[config.mk]
export PLATFORM = sky130hd
export DESIGN_NAME = fetch_sequencer
export DESIGN_NICKNAME = d
export VERILOG_FILES = /design/src/rtl/cpu_pkg.sv /design/src/rtl/flag_reg.sv /design/src/rtl/fetch_sequencer.sv
export SDC_FILE = /design/constraint.sdc
export NUM_CORES = 1
export LEC_CHECK = 0
export ABC_AREA = 1
export BUFFER_PORTS_ARGS = -buffer_cell sky130_fd_sc_hd__buf_2
export CORE_MARGIN = 5
export CORE_UTILIZATION = 50
export DETAILED_ROUTE_END_ITERATION = 6
export GPL_TIMING_DRIVEN = 0
export HOLD_SLACK_MARGIN = 0.05
export PLACE_DENSITY = 0.85
export SETUP_SLACK_MARGIN = 0.1
export SLEW_MARGIN = 40
export SYNTH_ARGS = -nofsm -noshare
export SYNTH_HDL_FRONTEND = slang
export SYNTH_SLANG_ARGS = --single-unit
export TNS_END_PERCENT = 10
[constraint.sdc]
create_clock -name clk -period 2.1 [get_ports clk]
set_clock_uncertainty 0.2 [all_clocks]
set_input_delay 0.105 -clock clk [delete_from_list [all_inputs] [get_ports clk]]
set_output_delay 0.105 -clock clk [all_outputs]
set_load 0.02 [all_outputs]
[src/rtl/cpu_pkg.sv]
// rtl/cpu_pkg.sv - shared CPU opcode constants and sequencer state type
package cpu_pkg;

    localparam int OPC_W = 5;

    localparam logic [OPC_W-1:0] OP_JMP = 5'b10100;
    localparam logic [OPC_W-1:0] OP_JZ  = 5'b10101;
    localparam logic [OPC_W-1:0] OP_JN  = 5'b10110;
    localparam logic [OPC_W-1:0] OP_HLT = 5'b10111;

    typedef enum logic [2:0] {
        ST_FETCH,
        ST_WAIT,
        ST_ISSUE,
        ST_EXEC,
        ST_HALT
    } seq_state_t;

endpackage

[src/rtl/flag_reg.sv]
// rtl/flag_reg.sv - zero/negative flag register updated on accumulator writes
module flag_reg #(
    parameter int DATA_W = 16
) (
    input  logic              clk,
    input  logic              rst_n,
    input  logic              we,
    input  logic [DATA_W-1:0] d,
    output logic              zr,
    output logic              ng
);

    always_ff @(posedge clk or negedge rst_n) begin
        if (!rst_n) begin
            zr <= 1'b0;
            ng <= 1'b0;
        end else if (we) begin
            zr <= (d == '0);
            ng <= d[DATA_W-1];
        end
    end

endmodule

[src/rtl/fetch_sequencer.sv]
// rtl/fetch_sequencer.sv - instruction fetch/issue sequencer with PC and flags; FETCH_STEP_EN adds single-step gating
module fetch_sequencer
    import cpu_pkg::*;
#(
    parameter int DATA_W = 16,
    parameter int ADDR_W = 11
) (
    input  logic              clk,
    input  logic              rst_n,
`ifdef FETCH_STEP_EN
    input  logic              step,
`endif
    output logic              imem_en,
    output logic [ADDR_W-1:0] imem_addr,
    input  logic [DATA_W-1:0] imem_rdata,
    output logic [OPC_W-1:0]  opcode,
    output logic [ADDR_W-1:0] operand,
    output logic              instr_valid,
    input  logic              instr_ready,
    input  logic              exec_done,
    input  logic              jump_taken,
    input  logic              acc_we,
    input  logic [DATA_W-1:0] acc_d,
    output logic              zr,
    output logic              ng,
    output logic [ADDR_W-1:0] pc,
    output logic              halted
);

    if (ADDR_W != DATA_W - OPC_W) begin : g_width_check
        $error("ADDR_W must equal DATA_W-OPC_W");
    end

    seq_state_t        state, state_nx;
    logic [DATA_W-1:0] ir;
    logic              go;

`ifdef FETCH_STEP_EN
    logic step_pend;

    // A step arriving in the consuming cycle merges into the request being consumed.
    always_ff @(posedge clk or negedge rst_n) begin
        if (!rst_n) begin
            step_pend <= 1'b0;
        end else if (state == ST_FETCH && step_pend) begin
            step_pend <= 1'b0;
        end else if (step) begin
            step_pend <= 1'b1;
        end
    end

    assign go = step_pend;
`else
    assign go = 1'b1;
`endif

    always_ff @(posedge clk or negedge rst_n) begin
        if (!rst_n) begin
            state <= ST_FETCH;
        end else begin
            state <= state_nx;
        end
    end

    always_comb begin
        state_nx    = state;
        imem_en     = 1'b0;
        instr_valid = 1'b0;
        case (state)
            ST_FETCH: begin
                // Reset parks us in FETCH; keep the read strobe quiet until reset lifts.
                imem_en = go & rst_n;
                if (go) state_nx = ST_WAIT;
            end
            ST_WAIT: begin
                state_nx = ST_ISSUE;
            end
            ST_ISSUE: begin
                instr_valid = 1'b1;
                if (instr_ready) state_nx = (opcode == OP_HLT) ? ST_HALT : ST_EXEC;
            end
            ST_EXEC: begin
                if (exec_done) state_nx = ST_FETCH;
            end
            ST_HALT: begin
                state_nx = ST_HALT;
            end
            default: begin
                state_nx = ST_FETCH;
            end
        endcase
    end

    always_ff @(posedge clk or negedge rst_n) begin
        if (!rst_n) begin
            ir <= '0;
            pc <= '0;
        end else begin
            if (state == ST_WAIT) ir <= imem_rdata;
            if (state == ST_EXEC && exec_done) pc <= jump_taken ? operand : pc + ADDR_W'(1);
        end
    end

    assign imem_addr = pc;
    assign opcode    = ir[DATA_W-1 -: OPC_W];
    assign operand   = ir[ADDR_W-1:0];
    assign halted    = (state == ST_HALT);

    flag_reg #(.DATA_W(DATA_W)) u_flag_reg (
        .clk   (clk),
        .rst_n (rst_n),
        .we    (acc_we),
        .d     (acc_d),
        .zr    (zr),
        .ng    (ng)
    );

endmodule

## After elaboration in Yosys (flattened, before gate mapping)

Cells that the tools add are included.
W data, S select, Z words.

| storage, ports and cells | value |
|---|---|
| logic and storage cells | 24 |
| input port bits | 38 |
| output and inout port bits | 43 |
| register bits | 32 |

| cells by class | value |
|---|---|
| mux-type cells | 7 |
| add/subtract/negate cells | 1 |
| equal/unequal tests | 7 |
| reductions and logical operators | 4 |

Operators with widths:

| operator | count |
|---|---|
| $logic_not A16 Y1 | 1 |
| $pmux W3 S5 | 1 |
| $add A11 B1 Y11 const B | 1 |
| $mux W11 | 1 |
| $mux W3 | 3 |
| $eq A3 B2 Y1 const B | 2 |
| $eq A5 B5 Y1 const B | 1 |
| $ne A2 B2 Y1 const B | 2 |
| $eq A3 B1 Y1 const B | 1 |
| $eq A3 B3 Y1 const B | 1 |
| $logic_not A3 Y1 | 1 |
| $mux W1 | 2 |
| $reduce_and A2 Y1 | 1 |
| $logic_and A1 B1 Y1 | 1 |

## Longest topological paths before layout

Gate-level depths: netlist of run 1.

| depth | value |
|---|---|
| depth after elaboration | 4 |
| depth in mapped cells | 8 |
| depth with buffers taken out | 8 |

## By module

A second synthesis of run 1 with hierarchy kept.

| second synthesis, totals | value |
|---|---|
| cells, all modules | 224 |
| area total of the unflattened synthesis | 1766.7 µm² |

Modules (own cells, without submodules):

| module | area each (µm²) | cells an instance | times used | sequential area each (µm²) |
|---|---|---|---|---|
| fetch_sequencer | 1622.8 | 200 | 1 | 750.7 |
| flag_reg | 143.9 | 24 | 1 | 50.0 |

## Least setup slack after synthesis of run 1

No wires, ideal clock.

| timing | value |
|---|---|
| path kind | register to register |
| from | register pc[0], in the netlist imem_addr[0] |
| to | register pc[8], in the netlist imem_addr[8] |
| stages on the path, launching flop included | 9 |
| slack | 0.487 ns |
| path buffers | 0 |
| required time | 1.783 ns |
| arrival | 1.296 ns |
| clock period less this slack | 1.613 ns |
| setup time | 0.117 ns |
| path through | dfrtp_1 ha_1 nand2_1 nor2_1 nand2_1 nand2_1 nand3_1 nand2_1 nand2_1 |

| between the ends | value |
|---|---|
| word-level cells in the longest chain between the ends | 2 |

RTL lines:

| element | RTL line | text |
|---|---|---|
| start: declaration | fetch_sequencer.sv:26 | `output logic [ADDR_W-1:0] pc,` |
| start signal: assignment | fetch_sequencer.sv:100 | `if (state == ST_EXEC && exec_done) pc <= jump_taken ? operand : pc + ADDR_W'(1);` |
| $add A11 B1 Y11 | fetch_sequencer.sv:100 |  |
| $mux W11 | fetch_sequencer.sv:100 |  |

Every way passes these cells.
A chain may end at the register's enable or synchronous reset.

## Final worst setup path of run 1

| timing | value |
|---|---|
| from | register state[0] |
| to | register state[0] |

| between the ends | value |
|---|---|
| word-level cells in the longest chain between the ends | 3 |
| elaborated cells between the ends (all ways) | 9 |
| classes of those cells | 6 x eq/ne; 1 x mux; 2 x reduce/logical |

RTL lines:

| element | RTL line | text |
|---|---|---|
| start: declaration | fetch_sequencer.sv:34 | `seq_state_t state, state_nx;` |
| start signal: assignment | fetch_sequencer.sv:61 | `state <= state_nx;` |
| $eq A3 B2 Y1 | fetch_sequencer.sv:69 | `case (state)` |
| $ne A2 B2 Y1 (no line) | n/a |  |
| $reduce_and A2 Y1 (no line) | n/a |  |

Parallel ways exist; a longest one is shown, timed or not.

==> results of run 1 <==
## area by class of cell
class,instances,share of cell area [%]
multi-input combinational,143,27.9
timing repair buffer,117,29.4
clock buffer,8,2.24
buffer,15,4.66
tap,46,2.19
inverter,21,3.05
sequential,32,30.5
## registers in the layout (all words and copies together) (netlist names)
signal and cells:
u_flag_reg.ng 1, ir 16, state 3, u_flag_reg.zr 1, imem_addr 11
## stage by stage
| stage | utilization [%] | cells |
|---|---|---|
| floorplan | - | 211 |
| global placement | 65.6 | 337 |
| detailed placement | 65.6 | 337 |
| CTS | 78.5 | 382 |
| global route | 78.8 | 382 |
| finish | 78.8 | 382 |
## worst register-to-register path, delay by kind of cell (launching register included)
family / cells / cell delay (ns)
and+or+nand+nor: 5 / 0.50
buffers and inverters: 2 / 0.61
DFF: 1 / 0.46
## what timing repair did
| item | 4_1_cts | 5_1_grt |
|---|---|---|
| setup endpoints to repair | 0 | 1 |
| gates resized for setup | 0 | 2 |
| hold endpoints to repair | 62 | 0 |
| hold buffers | 37 | 0 |
## layer usage
metal | track usage, % | wire [um] | vias up
met5 | 0 | 0 | -
met4 | 10.2 | 183 | 0
met3 | 7.94 | 520 | 26
met2 | 43.2 | 2710 | 101
met1 | 26.6 | 2010 | 863
li1 | - | - | 913
## Yosys cell counts
master	n	share of area (%)
nand2_1	49	11
nor2_1	33	7.2
dfrtp_1	32	46
inv_1	20	4.3
nand3_1	19	5.5
buf_4	13	5.6
mux2_2	13	8.5
o21ai_0	10	2.9
a21oi_1	7	2.0
a22oi_1	1	0.43
buf_6	1	0.65
clkbuf_8	1	0.79
clkinv_2	1	0.29
ha_1	1	0.72
nand2_2	1	0.36
nor2_2	1	0.36
nor3_1	1	0.29
nor3_2	1	0.58
nor4_1	1	0.36
o21a_1	1	0.43
o21ai_1	1	0.29
o31ai_2	1	0.72
or2_2	1	0.36
xnor2_1	1	0.51
## logic make-up after synthesis
family                     Yosys count  synth area share [%]
xor gates and xnor gates             1                 0.506
adders and majority gates            1                 0.722
muxes                               13                  8.45
and+or+nand+nor                    107                  25.6
AOI/OAI and AO/OA                   21                  6.79
buffers and inverters               36                  11.7
DFF                                 32                  46.2
## final timing paths
| kind | from | end | slack (ns) | depth (start not counted) |
|---|---|---|---|---|
| worst max-delay path | state[0] | state[0] | 0.22 | 7 |
| worst max register to register | state[0] | state[0] | 0.22 | 7 |
| worst min-delay path | rst_n | u_flag_reg.zr | 0.04 | 2 |
| min in group clk | imem_rdata[8] | ir[8] | 0.32 | 3 |
| worst min register to register | u_flag_reg.zr | u_flag_reg.zr | 0.34 | 2 |
| max in group asynchronous | rst_n | state[0] | 1.34 | 2 |
## power by group
part	leakage (nW)	internal, mW	switching, mW
clock network	0.0326	0.165	0.223
logic	0.987	0.835	1.12
registers	0.379	0.901	0.311
==> reports/qor.txt, run 1 <==
status: finished, final reports clean
Post-Route WL: 5420 um
Detailed Routing Iterations Pass 1: 4
clk_lat worst skew: 0.34 ns
Antenna Cells: 0
Final period util: 89.6%
fin area: 2630 sq um
core box area: 3340 sq um
setup violators final: 0
gpl congestion: 0.870
worst endpoint required time: 2.13 ns
# H-tree levels: 2
clock buffer depth: 2
hold_ws: 0.0396 ns
Routed Antenna Nets: 0
worst hold path type: input port to asynchronous set/reset pin
Pwr Density: 1350 nW/um^2
initial antenna violation count: 0
Syn Area/Cell: 8.21 sq um
Final Hold Vio Count: 0
global-route wire length before repair: 8400 um
Synth-to-Final Area Change: 51.8%
Slew @ Worst Pin: 0.429 ns
Syn. warnings: 0
CTS tree: done
PortBufs: 80
Final HPWL DP: 3160 um
All-Layer GR Usage: 24.4%
CP startpoint kind: flip-flop
Die X: 68.9 um
CTS Buf Count: 5
most frequent cells in the layout: 79 x buf_2, 49 x nand2_1, 37 x dlygate4sd3_1
VDD IR-drop max: 0.851 mV
die area: 4740 sq um
Top cell by count, worst path: nand2_1
Synth Instances: 211
starting utilization of the core area: 51.9%
total power: 3.56 mW
DR vias/cell: 4.98
Worst Path Max Fanout: 5
vias in the first global route: 1861
minimum clock period after layout: 1.88 ns
Root Buffer: clkbuf_4
net count after synthesis: 250
fmax: 532 MHz
Filler cells: 225
CP max-delay cell: dlygate4sd3_1
area of the multi-input gates: 734 sq um
Area after DPL: 2190 sq um
DIE HEIGHT: 68.9 um
Clock Sinks: 32
pre-CTS WS: 0.464 ns
max_slew headroom: 71.4%
CP max stage delay: 0.55 ns
FF/Latch Area: 802 sq um
WP buf/inv: 2
drc violations: 0
total number of vias: 1903
synthesized cell area: 1730 sq um
Layout Nets: 374
CP cell instances: nor3_4 > nand2_1 > nand2_1 > inv_1 > nand2_1 > nand2_1 > dlygate4sd3_1
largest net degree at the start of global routing: 34
Cell Rows: 21
max cap viols: 0
WL per Instance: 14.2 um
slack of the critical path: 0.219 ns
crit path DAT: 1.91 ns
Seq cells post-synth: 32
setup TNS: 0 ns
leading cell type in the layout, fill and taps excluded: buf_2
Leak Pwr: 1.40 nW
crit-path leading delay family: buffers and inverters
Seq/Total Area, Yosys: 46.2%
share of layout cells above drive strength 1: 36.0%
grt total ovfl: 0
DR iter-0 viols: 113
post-synthesis cell type count: 24
Crit Path Category: flip-flop to flip-flop
Clock transition at path regs: 0.10 ns
I/O pin cnt: 81
crit end category: flip-flop
Slew Limit Fails: 0
Post-CTS Setup Bufs: 0
RSZ-0062 raised after global routing: no
Power figures use the tool's default switching activity.
==> run 2, diff against run 1 <==
SYNTH_HIERARCHICAL = 1   (was default)
==> reports/qor.txt, run 2 <==
WP buf/inv: 4
max_slew headroom: 70.7%
Reg with most FFs: ir
max cap viols: 0
slack of the critical path: 0.120 ns
share of layout cells above drive strength 1: 36.0%
grt total ovfl: 0
Area after DPL: 2220 sq um
total number of vias: 1825
minimum clock period after layout: 1.98 ns
Syn. warnings: 6
CP max-delay cell: dlygate4sd3_1
max reg flops: 16
gpl congestion: 0.850
setup TNS: 0 ns
CP cell instances: dlygate4sd3_1 > buf_2 > nand2_1 > dlygate4sd3_1 > nand2_1 > dlygate4sd3_1
commonest cells in the netlist: 56 x nand2_1, 34 x nor2_1, 32 x dfrtp_1, 22 x inv_1, 17 x nand3_1
Die X: 69.4 um
CTS Buf Count: 5
RR Startpoint: state[0]
crit-path leading delay family: buffers and inverters
CP max stage delay: 0.55 ns
DR vias/cell: 4.78
net count after synthesis: 263
clock buffer depth: 2
number of enable flip-flop cells after synthesis: 0
Worst Path Max Fanout: 2
# H-tree levels: 2
Seq/Total Area, Yosys: 45.3%
synthesized cell area: 1770 sq um
Int Pwr: 1.82 mW
Detailed Routing Iterations Pass 1: 4
DR iter-0 viols: 74
All-Layer GR Usage: 20.1%
dominant synthesized flop cell: dfrtp_1
DIE HEIGHT: 69.4 um
Synth-to-Final Area Change: 43.1%
core box area: 3390 sq um
die area: 4820 sq um
Clock transition at path regs: 0.10 ns
Combinational Power Share: 56.0%
setup violators final: 0
Syn Area/Cell: 7.89 sq um
CP startpoint kind: input port
worst hold path type: input port to asynchronous set/reset pin
Switching Share: 47.3%
Seq cells post-synth: 32
status: finished, final reports clean
global-route wire length before repair: 7840 um
Top cell by count, worst path: dlygate4sd3_1
Post-CTS Setup Bufs: 0
Slew @ Worst Pin: 0.440 ns
Filler cells: 274
PortBufs: 79
FFs w/ async S/R, synth: 100%
Cell Rows: 21
Seq pwr share: 34.5%
Crit Path Category: input port to flip-flop
RSZ-0062 raised after global routing: yes
clk_lat worst skew: 0.34 ns
clock power share: 9.5%
post-synthesis cell type count: 26
vias in the first global route: 1853
starting utilization of the core area: 52.1%
leading cell type in the layout, fill and taps excluded: buf_2
drc violations: 0
fin area: 2530 sq um
Post-Route WL: 4770 um
Leak Pwr: 1.37 nW
Slew Limit Fails: 0
Layout Nets: 375
Synth area leaders: dfrtp_1 45%, nand2_1 12%, nor2_1 7.2%
total power: 3.46 mW
top-count cell post-synth: nand2_1
Clock Sinks: 32
initial antenna violation count: 0
pre-CTS WS: 0.441 ns
Root Buffer: clkbuf_4
largest net degree at the start of global routing: 34
Final period util: 94.3%
CTS tree: done
Pwr Density: 1370 nW/um^2
Crit. Startpoint: acc_we
Final HPWL DP: 3230 um
Antenna Cells: 0
P_sw: 1.64 mW
Routed Antenna Nets: 0
VDD IR-drop max: 0.729 mV
Yosys top cell area share: 45.3%
Synth Instances: 224
crit end category: flip-flop
fmax: 505 MHz
Final Hold Vio Count: 0
WL per Instance: 12.5 um
I/O pin cnt: 81
most frequent cells in the layout: 81 x buf_2, 56 x nand2_1, 34 x nor2_1
largest area contributor in the netlist: dfrtp_1
crit path DAT: 2.00 ns
worst endpoint required time: 2.12 ns
## run 2: changes by cell type after synthesis, sizes merged, moves of 2 or more
cell	before	now
nand2	50	57
inv	20	25
nor2	34	37
a21oi	7	9
nand3	19	17
nand4	0	2
o21ai	11	9
## run 2: per-stage QoR
step                util [%]  hold WS, ns  cells
CTS                     74.5        0.173    382
finish                  74.6       0.0757    382
global route            74.6       0.0991    382
floorplan                  -       -0.391    224
global placement        65.5      0.00231    349
detailed placement      65.5      0.00188    349
## run 2: cell families (layout without fill, tap and decap cells)
group / count (synthesis) / in the layout / share of synthesized area (%)
and+or+nand+nor: 115 / 115 / 27.3
buffers and inverters: 41 / 153 / 11.5
DFF: 32 / 32 / 45.3
AOI/OAI and AO/OA: 22 / 22 / 7.01
muxes: 12 / 12 / 7.65
adders and majority gates: 1 / 1 / 0.708
xor gates and xnor gates: 1 / 1 / 0.496
## run 2: power by group through the flow
stage / sequential, mW / combinational, mW / clock, mW
floorplan: 1.47 / 0.994 / 0
global placement: 1.19 / 1.82 / 0
detailed placement: 1.20 / 1.87 / 0
CTS: 1.19 / 1.94 / 0.340
global route: 1.24 / 2.12 / 0.363
finish: 1.20 / 1.94 / 0.328
## run 2: routing by layer
layer	track usage, %	up-vias	routed length, um
met5	0	-	0
met4	7.38	0	71
met3	8.84	6	472
met2	35.1	81	2360
met1	21.3	816	1870
li1	-	922	-
## run 2: worst paths after layout
| kind | to | slack (ns) | cells past startpoint |
|---|---|---|---|
| worst max-delay path | u_flag_reg/ng | 0.12 | 6 |
| worst min-delay path | imem_addr[3] | 0.08 | 2 |
| worst max register to register | state[0] | 0.18 | 6 |
| worst min register to register | ir[2] | 0.33 | 1 |
| max in group asynchronous | ir[11] | 1.31 | 2 |
| min in group clk | ir[2] | 0.31 | 3 |
## run 2: worst reg2reg max path, cell delays in order (launching register included)
cell and delay, ns:
dfrtp_1 0.42, nor3_2 0.29, nand2_1 0.07, and2_1 0.16, nand2_1 0.06, nand2_1 0.05
dlygate4sd3_1 0.55
## run 2: what timing repair did
action	in CTS	in global routing
endpoints found under the hold margin	63	0
hold buffers	26	0
setup endpoints to repair	0	3
gates resized for setup	0	1
## run 2: cell type report
cell class	instances	area, sq um	area share, %
repair buffers	105	658	26.0
clock inverters	1	5.00	0.198
clock buffers	6	41.3	1.63
multi-input cells	151	762	30.1
inverters	25	93.8	3.71
well taps	46	57.6	2.28
flip-flops and latches	32	801	31.7
plain buffers	16	110	4.35
==> run 3, diff against run 2 <==
RECOVER_POWER = 50   (was default)
SYNTH_HIERARCHICAL = default   (was 1)
==> reports/qor.txt, run 3 (synthesized netlist as in run 1, its figures left out) <==
status: finished, final reports clean
Top cell by count, worst path: dlygate4sd3_1
initial antenna violation count: 0
VDD IR-drop max: 0.829 mV
drc violations: 0
max_slew headroom: 71.9%
clk_lat worst skew: 0.34 ns
Filler cells: 232
crit path DAT: 1.97 ns
share of layout cells above drive strength 1: 30.4%
max cap viols: 0
Detailed Routing Iterations Pass 1: 4
R2R Setup Slk: 0.23 ns
gpl congestion: 0.870
I/O pin cnt: 81
starting utilization of the core area: 51.9%
grt total ovfl: 0
Slew @ Worst Pin: 0.422 ns
Cell Rows: 21
Post-Route WL: 5390 um
setup violators final: 0
Synth-to-Final Area Change: 50.4%
Final HPWL DP: 3160 um
pre-CTS WS: 0.464 ns
worst hold path type: input port to asynchronous set/reset pin
setup TNS: 0 ns
CP startpoint kind: input port
worst endpoint required time: 2.19 ns
WP buf/inv: 4
PortBufs: 80
CTS Buf Count: 5
CP max stage delay: 0.57 ns
Post-CTS Setup Bufs: 0
Combinational Power Share: 54.3%
Finished Core Util: 78.1%
most frequent cells in the layout: 60 x buf_2, 49 x nand2_1, 37 x dlygate4sd3_1
Worst Reg-to-Reg Cells: 7
FF-to-FF End: state[0]
Slew Limit Fails: 0
Routed Antenna Nets: 0
Leak Pwr: 1.35 nW
CP max-delay cell: dlygate4sd3_1
die area: 4740 sq um
max reg flops: 16
Final Hold Vio Count: 0
DR vias/cell: 4.96
Clock Sinks: 32
WL per Instance: 14.1 um
crit end category: flip-flop
Clock transition at path regs: 0.10 ns
RSZ-0062 raised after global routing: no
fmax: 531 MHz
global-route wire length before repair: 8400 um
DR iter-0 viols: 117
DIE HEIGHT: 68.9 um
Final period util: 89.7%
slack of the critical path: 0.215 ns
Worst Path Max Fanout: 2
# H-tree levels: 2
total number of vias: 1894
Die X: 68.9 um
vias in the first global route: 1861
Switching Share: 47.2%
total power: 3.51 mW
minimum clock period after layout: 1.88 ns
CTS tree: done
clock power share: 11.0%
All-Layer GR Usage: 24.4%
CP cell instances: dlygate4sd3_1 > buf_2 > inv_1 > or2_2 > nor2_1 > dlygate4sd3_1 > nand3_1 > nand2_1
largest net degree at the start of global routing: 34
RR Startpoint: state[0]
crit-path leading delay family: buffers and inverters
Root Buffer: clkbuf_4
leading cell type in the layout, fill and taps excluded: buf_2
core box area: 3340 sq um
Layout Nets: 374
Int Pwr: 1.86 mW
hold_ws: 0.0353 ns
Reg with most FFs: ir
Crit Path Category: input port to flip-flop
clock buffer depth: 2
Antenna Cells: 0
P_sw: 1.66 mW
Seq pwr share: 34.7%
Pwr Density: 1350 nW/um^2
## run 3: cell count changes in the layout (fill, tap and decap cells not counted), moves of 2 or more
cell and delta:
a21oi_1 -2, buf_2 -21, buf_4 +2, clkbuf_1 +20, clkbuf_8 +2, dlygate4sd3_1 +11, inv_1 -2, inv_2 -3
mux2_2 +2, nand2_1 -7, nand3_1 +2, nand4_1 -2, o21ai_0 +2
## run 3: per-stage QoR
stage,std cells,area (sq um)
floorplan,211,1730
finish,382,2610
global route,382,2610
global placement,337,2190
CTS,382,2620
detailed placement,337,2190
## run 3: worst max-delay path by stage
| stage | startpoint | end | cells past startpoint |
|---|---|---|---|
| 3_3_place_gp | imem_addr[0] | imem_addr[8] | 8 |
| 5_1_grt | state[0] | state[0] | 7 |
| 4_1_cts | rst_n | imem_en | 5 |
| 6_report | acc_we | u_flag_reg.zr | 8 |
| 2_1_floorplan | imem_addr[0] | imem_addr[8] | 8 |
| 3_5_place_dp | imem_addr[0] | imem_addr[10] | 8 |
## run 3: power by group through the flow
stage / registers [mW] / logic [mW] / clock network, mW
after CTS: 1.19 / 1.94 / 0.381
after global routing: 1.26 / 2.08 / 0.413
final: 1.22 / 1.91 / 0.385
after global placement: 1.18 / 1.81 / 0
after floorplan: 1.47 / 0.985 / 0
after detailed placement: 1.20 / 1.86 / 0
## run 3: cell type report
| type | count | area (sq um) | share of cell area [%] |
|---|---|---|---|
| buffer | 15 | 123 | 4.71 |
| clock buffer | 8 | 58.8 | 2.26 |
| multi-input combinational | 143 | 734 | 28.2 |
| timing repair buffer | 117 | 749 | 28.8 |
| tap | 46 | 57.6 | 2.21 |
| inverter | 21 | 80.1 | 3.07 |
| sequential | 32 | 802 | 30.8 |
## run 3: timing repair
| item | in CTS | in global routing |
|---|---|---|
| hold buffers | 37 | 0 |
| gates resized for setup | 0 | 2 |
| hold endpoints to repair | 62 | 0 |
| setup endpoints to repair | 0 | 1 |
## run 3: per-layer routing
layer | up-vias | part of all wire [%] | GRT usage, %
met5 | - | 0 | 0
met4 | 0 | 2.5 | 10.2
met3 | 17 | 9.8 | 7.94
met2 | 92 | 51 | 43.2
met1 | 870 | 37 | 26.6
li1 | 915 | - | -
